<file path="config.mk">
export PLATFORM = sky130hd
export DESIGN_NAME = memory_access
export DESIGN_NICKNAME = d
export VERILOG_FILES = /design/src/rtl/rv32i_types.sv /design/src/rtl/store_align.sv /design/src/rtl/memory_access.sv
export SDC_FILE = /design/constraint.sdc
export NUM_CORES = 1
export LEC_CHECK = 0
export BUFFER_PORTS_ARGS = -buffer_cell sky130_fd_sc_hd__buf_2
export CAP_MARGIN = 5
export CORE_UTILIZATION = 52
export DETAILED_ROUTE_END_ITERATION = 6
export GPL_TIMING_DRIVEN = 0
export PLACE_DENSITY = 0.81
export SYNTH_ARGS = -nofsm -noshare
export SYNTH_HDL_FRONTEND = slang
export SYNTH_SLANG_ARGS = --single-unit
</file>
<file path="constraint.sdc">
create_clock -name clk -period 2.3 [get_ports clk]
set_input_delay 0.46 -clock clk [delete_from_list [all_inputs] [get_ports clk]]
set_output_delay 0.46 -clock clk [all_outputs]
set_load 0.02 [all_outputs]
</file>
<file path="src/rtl/rv32i_types.sv">
// Shared RV32I types for the memory stage: control word, MEM FSM states,
// funct3 load/store width codes and the misalignment check.
package rv32i_types;

  localparam logic [2:0] F3_B  = 3'b000;
  localparam logic [2:0] F3_H  = 3'b001;
  localparam logic [2:0] F3_W  = 3'b010;
  localparam logic [2:0] F3_BU = 3'b100;
  localparam logic [2:0] F3_HU = 3'b101;

  typedef struct packed {
    logic [6:0] opcode;
    logic [2:0] funct3;
    logic       mem_read;
    logic       mem_write;
    logic       load_regfile;
    logic [4:0] rd;
  } rv32i_control_word;

  typedef enum logic [1:0] {
    MA_IDLE = 2'd0,
    MA_BUSY = 2'd1,
    MA_HOLD = 2'd2
  } ma_state_e;

  // Halfwords need bit 0 clear, words need both low bits clear; bytes never trap.
  function automatic logic is_misaligned(input logic [2:0] f3, input logic [1:0] lo);
    logic m;
    m = 1'b0;
    case (f3)
      F3_H, F3_HU: m = lo[0];
      F3_W:        m = |lo;
      default:     m = 1'b0;
    endcase
    return m;
  endfunction

endpackage

</file>
<file path="src/rtl/store_align.sv">
// Store lane steering: shifts store data into its byte lanes and builds the
// byte-enable mask. Loads always request the full word.
module store_align
  import rv32i_types::*;
(
  input  logic        is_store,
  input  logic [2:0]  funct3,
  input  logic [1:0]  addr_lo,
  input  logic [31:0] rs2,
  output logic [31:0] wdata,
  output logic [3:0]  mbe
);

  always_comb begin
    wdata = rs2 << {addr_lo, 3'b000};
    mbe   = 4'b1111;
    if (is_store) begin
      case (funct3)
        F3_B:    mbe = 4'b0001 << addr_lo;
        F3_H:    mbe = 4'b0011 << {addr_lo[1], 1'b0};
        default: mbe = 4'b1111;
      endcase
    end
  end

endmodule

</file>
<file path="src/rtl/memory_access.sv">
// MEM stage: issues data-memory requests, stalls until dmem_resp, and owns the
// MEM/WB register. `define MISALIGN_TRAP_EN to trap misaligned H/W accesses.
module memory_access
  import rv32i_types::*;
(
  input  logic              clk,
  input  logic              rst,
  input  logic              stall_in,
  input  logic              ex_valid,
  input  rv32i_control_word ctrl,
  input  logic [31:0]       alu_out,
  input  logic [31:0]       rs2_out,
  input  logic              br_en,
  output logic              dmem_read,
  output logic              dmem_write,
  output logic [31:0]       dmem_address,
  output logic [31:0]       dmem_wdata,
  output logic [3:0]        dmem_mbe,
  input  logic [31:0]       dmem_rdata,
  input  logic              dmem_resp,
  output logic              stall_out,
  output logic              wb_valid,
  output rv32i_control_word wb_ctrl,
  output logic [31:0]       wb_alu_out,
  output logic              wb_br_en,
  output logic [31:0]       wb_mem_data
`ifdef MISALIGN_TRAP_EN
  ,
  output logic              wb_misaligned
`endif
);

  ma_state_e         state, state_nx;
  logic              memop, misalign, issue, load_en;
  logic [31:0]       rbuf;
  logic              req_rd_q, req_wr_q;
  logic [31:0]       addr_q, wdata_q;
  logic [3:0]        mbe_q;
  logic [31:0]       sa_wdata;
  logic [3:0]        sa_mbe;
  rv32i_control_word ctrl_wb;

  assign memop = ex_valid & (ctrl.mem_read | ctrl.mem_write);
`ifdef MISALIGN_TRAP_EN
  assign misalign = memop & is_misaligned(ctrl.funct3, alu_out[1:0]);
`else
  assign misalign = 1'b0;
`endif
  assign issue   = memop & ~misalign;
  assign load_en = ~stall_in & ~stall_out;

  store_align u_align (
    .is_store (ctrl.mem_write),
    .funct3   (ctrl.funct3),
    .addr_lo  (alu_out[1:0]),
    .rs2      (rs2_out),
    .wdata    (sa_wdata),
    .mbe      (sa_mbe)
  );

  // IDLE drives the request straight from EX/MEM; BUSY replays the captured copy.
  always_comb begin
    dmem_read    = 1'b0;
    dmem_write   = 1'b0;
    dmem_address = {alu_out[31:2], 2'b00};
    dmem_wdata   = sa_wdata;
    dmem_mbe     = sa_mbe;
    stall_out    = 1'b0;
    state_nx     = state;
    case (state)
      MA_IDLE: if (issue) begin
        dmem_read  = ctrl.mem_read;
        dmem_write = ctrl.mem_write;
        stall_out  = ~dmem_resp;
        if (!dmem_resp)    state_nx = MA_BUSY;
        else if (stall_in) state_nx = MA_HOLD;
      end
      MA_BUSY: begin
        dmem_read    = req_rd_q;
        dmem_write   = req_wr_q;
        dmem_address = addr_q;
        dmem_wdata   = wdata_q;
        dmem_mbe     = mbe_q;
        stall_out    = ~dmem_resp;
        if (dmem_resp) state_nx = stall_in ? MA_HOLD : MA_IDLE;
      end
      MA_HOLD: if (!stall_in) state_nx = MA_IDLE;
      default: state_nx = MA_IDLE;
    endcase
    // Reset must kill the strobes without waiting for a clock edge.
    if (!rst) begin
      dmem_read  = 1'b0;
      dmem_write = 1'b0;
      stall_out  = 1'b0;
    end
  end

  always_comb begin
    ctrl_wb              = ctrl;
    ctrl_wb.load_regfile = ctrl.load_regfile & ~misalign;
  end

  always_ff @(posedge clk or negedge rst) begin
    if (!rst) begin
      state    <= MA_IDLE;
      rbuf     <= '0;
      req_rd_q <= 1'b0;
      req_wr_q <= 1'b0;
      addr_q   <= '0;
      wdata_q  <= '0;
      mbe_q    <= '0;
    end else begin
      state <= state_nx;
      if (state == MA_IDLE && issue) begin
        req_rd_q <= ctrl.mem_read;
        req_wr_q <= ctrl.mem_write;
        addr_q   <= {alu_out[31:2], 2'b00};
        wdata_q  <= sa_wdata;
        mbe_q    <= sa_mbe;
      end
      if (dmem_resp && ((state == MA_IDLE && issue) || state == MA_BUSY))
        rbuf <= dmem_rdata;
    end
  end

  always_ff @(posedge clk or negedge rst) begin
    if (!rst) begin
      wb_valid      <= 1'b0;
      wb_ctrl       <= '0;
      wb_alu_out    <= '0;
      wb_br_en      <= 1'b0;
      wb_mem_data   <= '0;
`ifdef MISALIGN_TRAP_EN
      wb_misaligned <= 1'b0;
`endif
    end else if (load_en) begin
      wb_valid   <= ex_valid;
      wb_ctrl    <= ctrl_wb;
      wb_alu_out <= alu_out;
      wb_br_en   <= br_en;
      if (issue && ctrl.mem_read)
        wb_mem_data <= (state == MA_HOLD) ? rbuf : dmem_rdata;
`ifdef MISALIGN_TRAP_EN
      wb_misaligned <= misalign;
`endif
    end
  end

endmodule
</file>
==> results_dict.tcl, run 1 <==
set metrics [dict create \
    status "complete, but fails checks" \
    violations "negative setup slack" \
    irDropWorstVdd_mv 0.552 \
    final_util_pct 69.7 \
    startpoint "alu_out[0]" \
    worstPathArrival_ns 1.88 \
    end_kind "output pin" \
    grt_max_degree 58 \
    p_switching_mw 3.15 \
    power_density_mw_per_mm2 897 \
    synth_top_area_share_pct 52.4 \
    hold_slack_ns 0.0378 \
    drive_gt1_share_pct 64.1 \
    finalCritPeriodShare_pct 102 \
    grt_pass1_vias 6626 \
    grt_pass1_wl_mm 35.5 \
    cts_max_path_buffers 2 \
    slew_violations 0 \
    numPortBuffers 272 \
    cp.required_ns 1.84 \
    path_cells "buf_2 -> buf_2 -> buf_2 -> mux2i_1 -> mux2_4 -> buf_6" \
    p_clk_share_pct 30.2 \
    worst_r2r_path_depth 6 \
    finalSetupViolCount 8 \
    hold_viol_final 0 \
    nFillCells 1214 \
    p_int_mw 7.25 \
    switching_share_pct 30.3 \
    drv_cap 0 \
    final_cell_mix "buf_2, mux2_2, dfrtp_1" \
    ys_types 33 \
    post_drt_wl_per_cell_microns 19.2 \
    reg2reg_to "wb_alu_out[0]" \
    skew_ns 0.00680 \
    crit_path_max_incr_delay_ns 0.38 \
    start_util_pct 53.3 \
    ioPinCount 275 \
    min_path_type "in -> async" \
    yosys_warnings 0 \
    first_pass_iters 4 \
    pwr-share-seq_pct 41.4 \
    synthCells 643 \
    cp-start-kind "primary input" \
    root_buffer "clkbuf_16" \
    cp_common_cell "buf_2" \
    cts_buffers 17 \
    drtIter0Drc 275 \
    slowest_stage "mux2i_1" \
    dpl.hpwl_mm 15.5 \
    grt_use_total_pct 26.1 \
    timing.fmax_ghz 0.427 \
    final_cells 1180 \
    synth_area_sq_mm 0.00888 \
    htreeDepth 4 \
    dieArea_sq_mm 0.0176 \
    synth_seq_area_share_pct 52.4 \
    total_leakage_power_nw 5.50 \
    ff_latch_area_sq_mm 0.00466 \
    synth_area_leaders "dfrtp_1, mux2_2, mux2_4" \
    core-area_sq_mm 0.0166 \
    num_rows 47 \
    r2r_start "state[0]" \
    antenna_cells 0 \
    avgSynthCellArea_sq_um 13.8 \
    crit_type "in -> out" \
    path_clk_slew_ns 0.07 \
    vias 6423 \
    met1_usage_pct 32.1 \
    die_w_microns 133 \
    worst_slack_ns -0.0422 \
    dp_cells 1137 \
    die_height_microns 133 \
    grt_setup_unrepaired "true" \
    grt_overflow 0 \
    area_growth_pct 30.7 \
    layout_min_cycle_time_ns 2.34 \
    multi_input_area_sq_mm 0.00396 \
    clk_latency_ns 0.43 \
    gp_congestion 0.900 \
    max_slew_margin_pct 30.8 \
    worst_pin_slew_ns 1.03 \
    r2r_slack_ns 0.33 \
    busiest_layer "met2" \
    wl_mm 22.6 \
    antenna_left 0 \
    cts_tree "yes" \
    drc 0 \
    pwr-share-comb_pct 28.5 \
    mostFrequentLayoutCell "buf_2" \
    antenna_found_initial 1 \
    detail_route.vias_per_cell 5.44 \
    synth.ff_latch_count 186 \
    path_max_fanout 10 \
    synth_top_area_cell "dfrtp_1" \
    final_nets 1067 \
    met3_usage_pct 7.93 \
    use_met2_pct 44.0 \
    crit_end "dmem_wdata[30]" \
    clock_sinks 186 \
]
==> synth_stat cells <==
library cell / number
nand2b_1: 3
dfrtp_1: 186
o22ai_4: 1
a21oi_1: 23
o21a_1: 2
a22o_1: 2
nand3_1: 8
buf_6: 13
mux2i_1: 34
buf_1: 3
inv_1: 11
conb_1: 1
mux2_2: 220
nor3_2: 1
o21ai_0: 20
nor2_1: 20
o21ai_2: 1
a31oi_1: 3
nand4_1: 8
clkbuf_1: 6
nor2b_1: 5
mux2_4: 23
nand3b_1: 1
buf_4: 2
nor3b_2: 2
mux2_1: 2
nand2_1: 7
nor3b_1: 1
and2_4: 1
buf_2: 22
a2bb2oi_1: 8
a21boi_0: 1
or2_1: 2
==> per-stage QoR <==
stage          setup TNS [ns]  power, mW  instance area (sq um)  setup slack (ns)
2_1_floorplan               0       6.17                   8880             0.270
6_report               -0.130       10.4                  11600           -0.0422
3_5_place_dp           -46.81       7.15                  10600            -0.580
5_1_grt                 -1.60       10.9                  11600           -0.0905
3_3_place_gp          -682.37       7.05                  10500             -2.93
4_1_cts                -0.564       10.4                  11500           -0.0703
==> registers in the layout, summed over array words and instances (netlist names) <==
signal / flops
state: 2
rbuf: 32
wb_br_en: 1
wdata_q: 32
wb_mem_data: 32
mbe_q: 4
wb_ctrl: 18
wb_alu_out: 32
wb_valid: 1
req_wr_q: 1
addr_q: 30
req_rd_q: 1
==> metal layers <==
layer  vias to the layer above  part of all wire [%]
li1                       2919                     -
met5                         -                     0
met3                        37                   7.4
met2                       240                    50
met1                      3227                    40
met4                         0                   2.0
==> cell type report <==
| class | count | area share (%) |
|---|---|---|
| Inverter | 11 | 0.356 |
| Clock buffer | 19 | 3.82 |
| Timing Repair Buffer | 284 | 14.4 |
| Clock inverter | 13 | 1.61 |
| Sequential cell | 186 | 40.1 |
| Multi-Input combinational cell | 401 | 34.2 |
| Tap cell | 220 | 2.37 |
| Buffer | 46 | 3.15 |
==> power by group through the flow <==
stage,registers [mW],logic (mW),clock network (mW)
final,4.30,2.96,3.14
after global routing,4.39,3.14,3.33
after CTS,4.30,2.94,3.19
after detailed placement,4.35,2.80,0
after global placement,4.31,2.74,0
after floorplan,4.66,1.51,0
==> logic make-up (layout without fill, tap and decap cells) <==
group / count (synthesis) / in the layout / share of synthesized area [%]
other: 1 / 2 / 0.0422
AOI/OAI and AO/OA: 61 / 61 / 4.20
buffers and inverters: 57 / 373 / 3.90
muxes: 279 / 279 / 35.9
and+or+nand+nor: 59 / 59 / 3.52
DFF: 186 / 186 / 52.4
==> how the worst min path moves through the flow <==
stage,startpoint,endpoint,slack (ns),cells past startpoint
floorplan,rst,addr_q[10],0.16,0
global placement,wb_alu_out[27],wb_alu_out[27],0.46,1
detailed placement,wb_alu_out[27],wb_alu_out[27],0.47,1
CTS,rst,wb_alu_out[27],0.03,2
global route,rst,wb_ctrl[9],0.04,1
finish,rst,wb_ctrl[2],0.04,1
==> what timing repair did <==
action / CTS / global route
hold buffers: 3 / 0
setup endpoints to repair: 149 / 61
cloned: 3 / 0
resized for setup: 46 / 22
setup buffers: 5 / 0
hold endpoints to repair: 57 / 0
==> worst max-delay path, delay by kind of cell <==
| family | cells | cell delay (ns) |
|---|---|---|
| muxes | 2 | 0.60 |
| buffers and inverters | 4 | 0.83 |
No activity file was read; power rests on OpenSTA's default activity.
==> run 2: changes to the inputs <==
--- a/config.mk
+++ b/config.mk
@@ -11,6 +11,7 @@
 export DETAILED_ROUTE_END_ITERATION = 6
 export GPL_TIMING_DRIVEN = 0
 export PLACE_DENSITY = 0.81
+export SKIP_CTS_REPAIR_TIMING = 1
 export SYNTH_ARGS = -nofsm -noshare
 export SYNTH_HDL_FRONTEND = slang
 export SYNTH_SLANG_ARGS = --single-unit
==> run 2 against run 1 <==
- the flow still finishes with violations (negative setup slack)
- first-iteration DRC count up 22%
- count of clock-buffer cells in the layout unchanged
- routed wire length rose by 0.69%
- total power is 1.2% higher
- die area unchanged
- largest cell class unchanged
==> results_dict.tcl, run 2 (synthesized netlist as in run 1, its figures left out) <==
set metrics [dict create \
    detail_route.vias_per_cell 5.50 \
    post_drt_wl_per_cell_microns 19.3 \
    worst_pin_slew_ns 0.526 \
    grt_max_degree 116 \
    gp_congestion 0.900 \
    antenna_cells 0 \
    clk_latency_ns 0.43 \
    wl_mm 22.8 \
    irDropWorstVdd_mv 0.534 \
    grt_pass1_wl_mm 33.8 \
    grt_setup_unrepaired "true" \
    drc 0 \
    pwr-share-comb_pct 29.2 \
    drv_cap 0 \
    path_max_fanout 10 \
    reg2reg_to "wb_alu_out[0]" \
    grt_pass1_vias 6406 \
    layout_min_cycle_time_ns 2.34 \
    cp.required_ns 1.84 \
    worst_slack_ns -0.0358 \
    mostFrequentLayoutCell "buf_2" \
    finalCritPeriodShare_pct 102 \
    htreeDepth 4 \
    die_w_microns 133 \
    cts_buffers 17 \
    dieArea_sq_mm 0.0176 \
    cts_tree "yes" \
    path_clk_slew_ns 0.06 \
    r2r_slack_ns 0.30 \
    p_switching_mw 3.20 \
    slowest_stage "a2bb2oi_1" \
    worstPathArrival_ns 1.88 \
    vias 6474 \
    num_rows 47 \
    slew_violations 0 \
    ioPinCount 275 \
    end_kind "output pin" \
    core-area_sq_mm 0.0166 \
    grt_use_total_pct 24.6 \
    total_leakage_power_nw 5.59 \
    cts_max_path_buffers 2 \
    final_cell_mix "buf_2, mux2_2, dfrtp_1" \
    grt_overflow 0 \
    first_pass_iters 5 \
    switching_share_pct 30.4 \
    finalSetupViolCount 3 \
    drtIter0Drc 335 \
    crit_type "in -> out" \
    numPortBuffers 272 \
    drive_gt1_share_pct 64.7 \
    cp-start-kind "primary input" \
    root_buffer "clkbuf_16" \
    crit_path_max_incr_delay_ns 0.43 \
    antenna_left 0 \
    p_clk_share_pct 29.8 \
    antenna_found_initial 1 \
    clock_sinks 186 \
    skew_ns 0.00692 \
    power_density_mw_per_mm2 892 \
    final_util_pct 70.9 \
    min_path_type "in -> async" \
    worst_r2r_path_depth 6 \
    die_height_microns 133 \
    max_slew_margin_pct 64.9 \
    r2r_start "state[0]" \
    path_cells "buf_2 -> clkbuf_4 -> mux2i_1 -> a2bb2oi_1 -> a21oi_4 -> buf_4" \
    timing.fmax_ghz 0.428 \
    start_util_pct 53.3 \
    area_growth_pct 33.0 \
    total_power_mw 10.5 \
    hold_slack_ns 0.0166 \
    pwr-share-seq_pct 41.0 \
    final_nets 1065 \
    status "complete, but fails checks" \
    p_int_mw 7.33 \
    hold_viol_final 0 \
    dpl.hpwl_mm 15.5 \
    violations "negative setup slack" \
]
==> run 2: cell types whose count changed in the layout (fill, tap and decap cells not counted), moves of 2 or more <==
cell	delta
buf_2	-18
buf_6	+15
mux2_2	-12
mux2_4	+12
a21oi_1	-5
o21ai_0	-5
o21ai_1	+5
a21oi_4	+4
buf_12	+3
buf_4	-3
clkbuf_16	+3
bufbuf_16	-2
clkbuf_4	+2
==> run 2: worst max-delay path by stage <==
stage | start | to | depth (start not counted)
3_3_place_gp | rst | wb_alu_out[27] | 5
3_5_place_dp | rst | wb_mem_data[1] | 6
4_1_cts | state[0] | dmem_wdata[20] | 7
6_report | alu_out[1] | dmem_wdata[20] | 6
5_1_grt | state[1] | dmem_wdata[16] | 6
2_1_floorplan | alu_out[0] | dmem_wdata[5] | 5
==> run 2: routing by layer <==
layer	track usage, %	up-vias	wire length [microns]
met1	31.0	3258	9260
li1	-	2922	-
met3	7.01	35	1520
met2	40.6	259	11500
met5	0	-	0
met4	8.05	0	447
==> run 2: metrics by stage <==
stage          TNS [ns]  setup slack [ns]  std cells  area [sq um]
2_1_floorplan         0             0.270        644          8880
3_3_place_gp    -682.37             -2.93       1136         10500
3_5_place_dp     -46.81            -0.580       1137         10600
4_1_cts          -30.41            -0.634       1169         11200
5_1_grt          -0.610           -0.0710       1178         11800
6_report        -0.0619           -0.0358       1178         11800
==> run 2: power by group through the flow <==
stage               Clock, mW  Combinational [mW]  Sequential (mW)
floorplan                   0                1.51             4.66
global placement            0                2.74             4.31
detailed placement          0                2.80             4.35
CTS                      3.19                2.82             4.30
global route             3.32                3.25             4.40
finish                   3.14                3.07             4.31
==> run 2: cell type report <==
cell class	instances	area [sq um]
Clock inverter	13	186
Fill cell	1190	4840
Multi-Input combinational cell	401	4070
Clock buffer	19	443
Timing Repair Buffer	282	1730
Sequential cell	186	4660
Inverter	11	41.3
Tap cell	220	275
Buffer	46	398
==> run 2: worst max-delay path: cells and delay by family <==
| kind | cells | cell delay, ns |
|---|---|---|
| muxes | 1 | 0.30 |
| buffers and inverters | 3 | 0.56 |
| AOI/OAI and AO/OA | 2 | 0.55 |
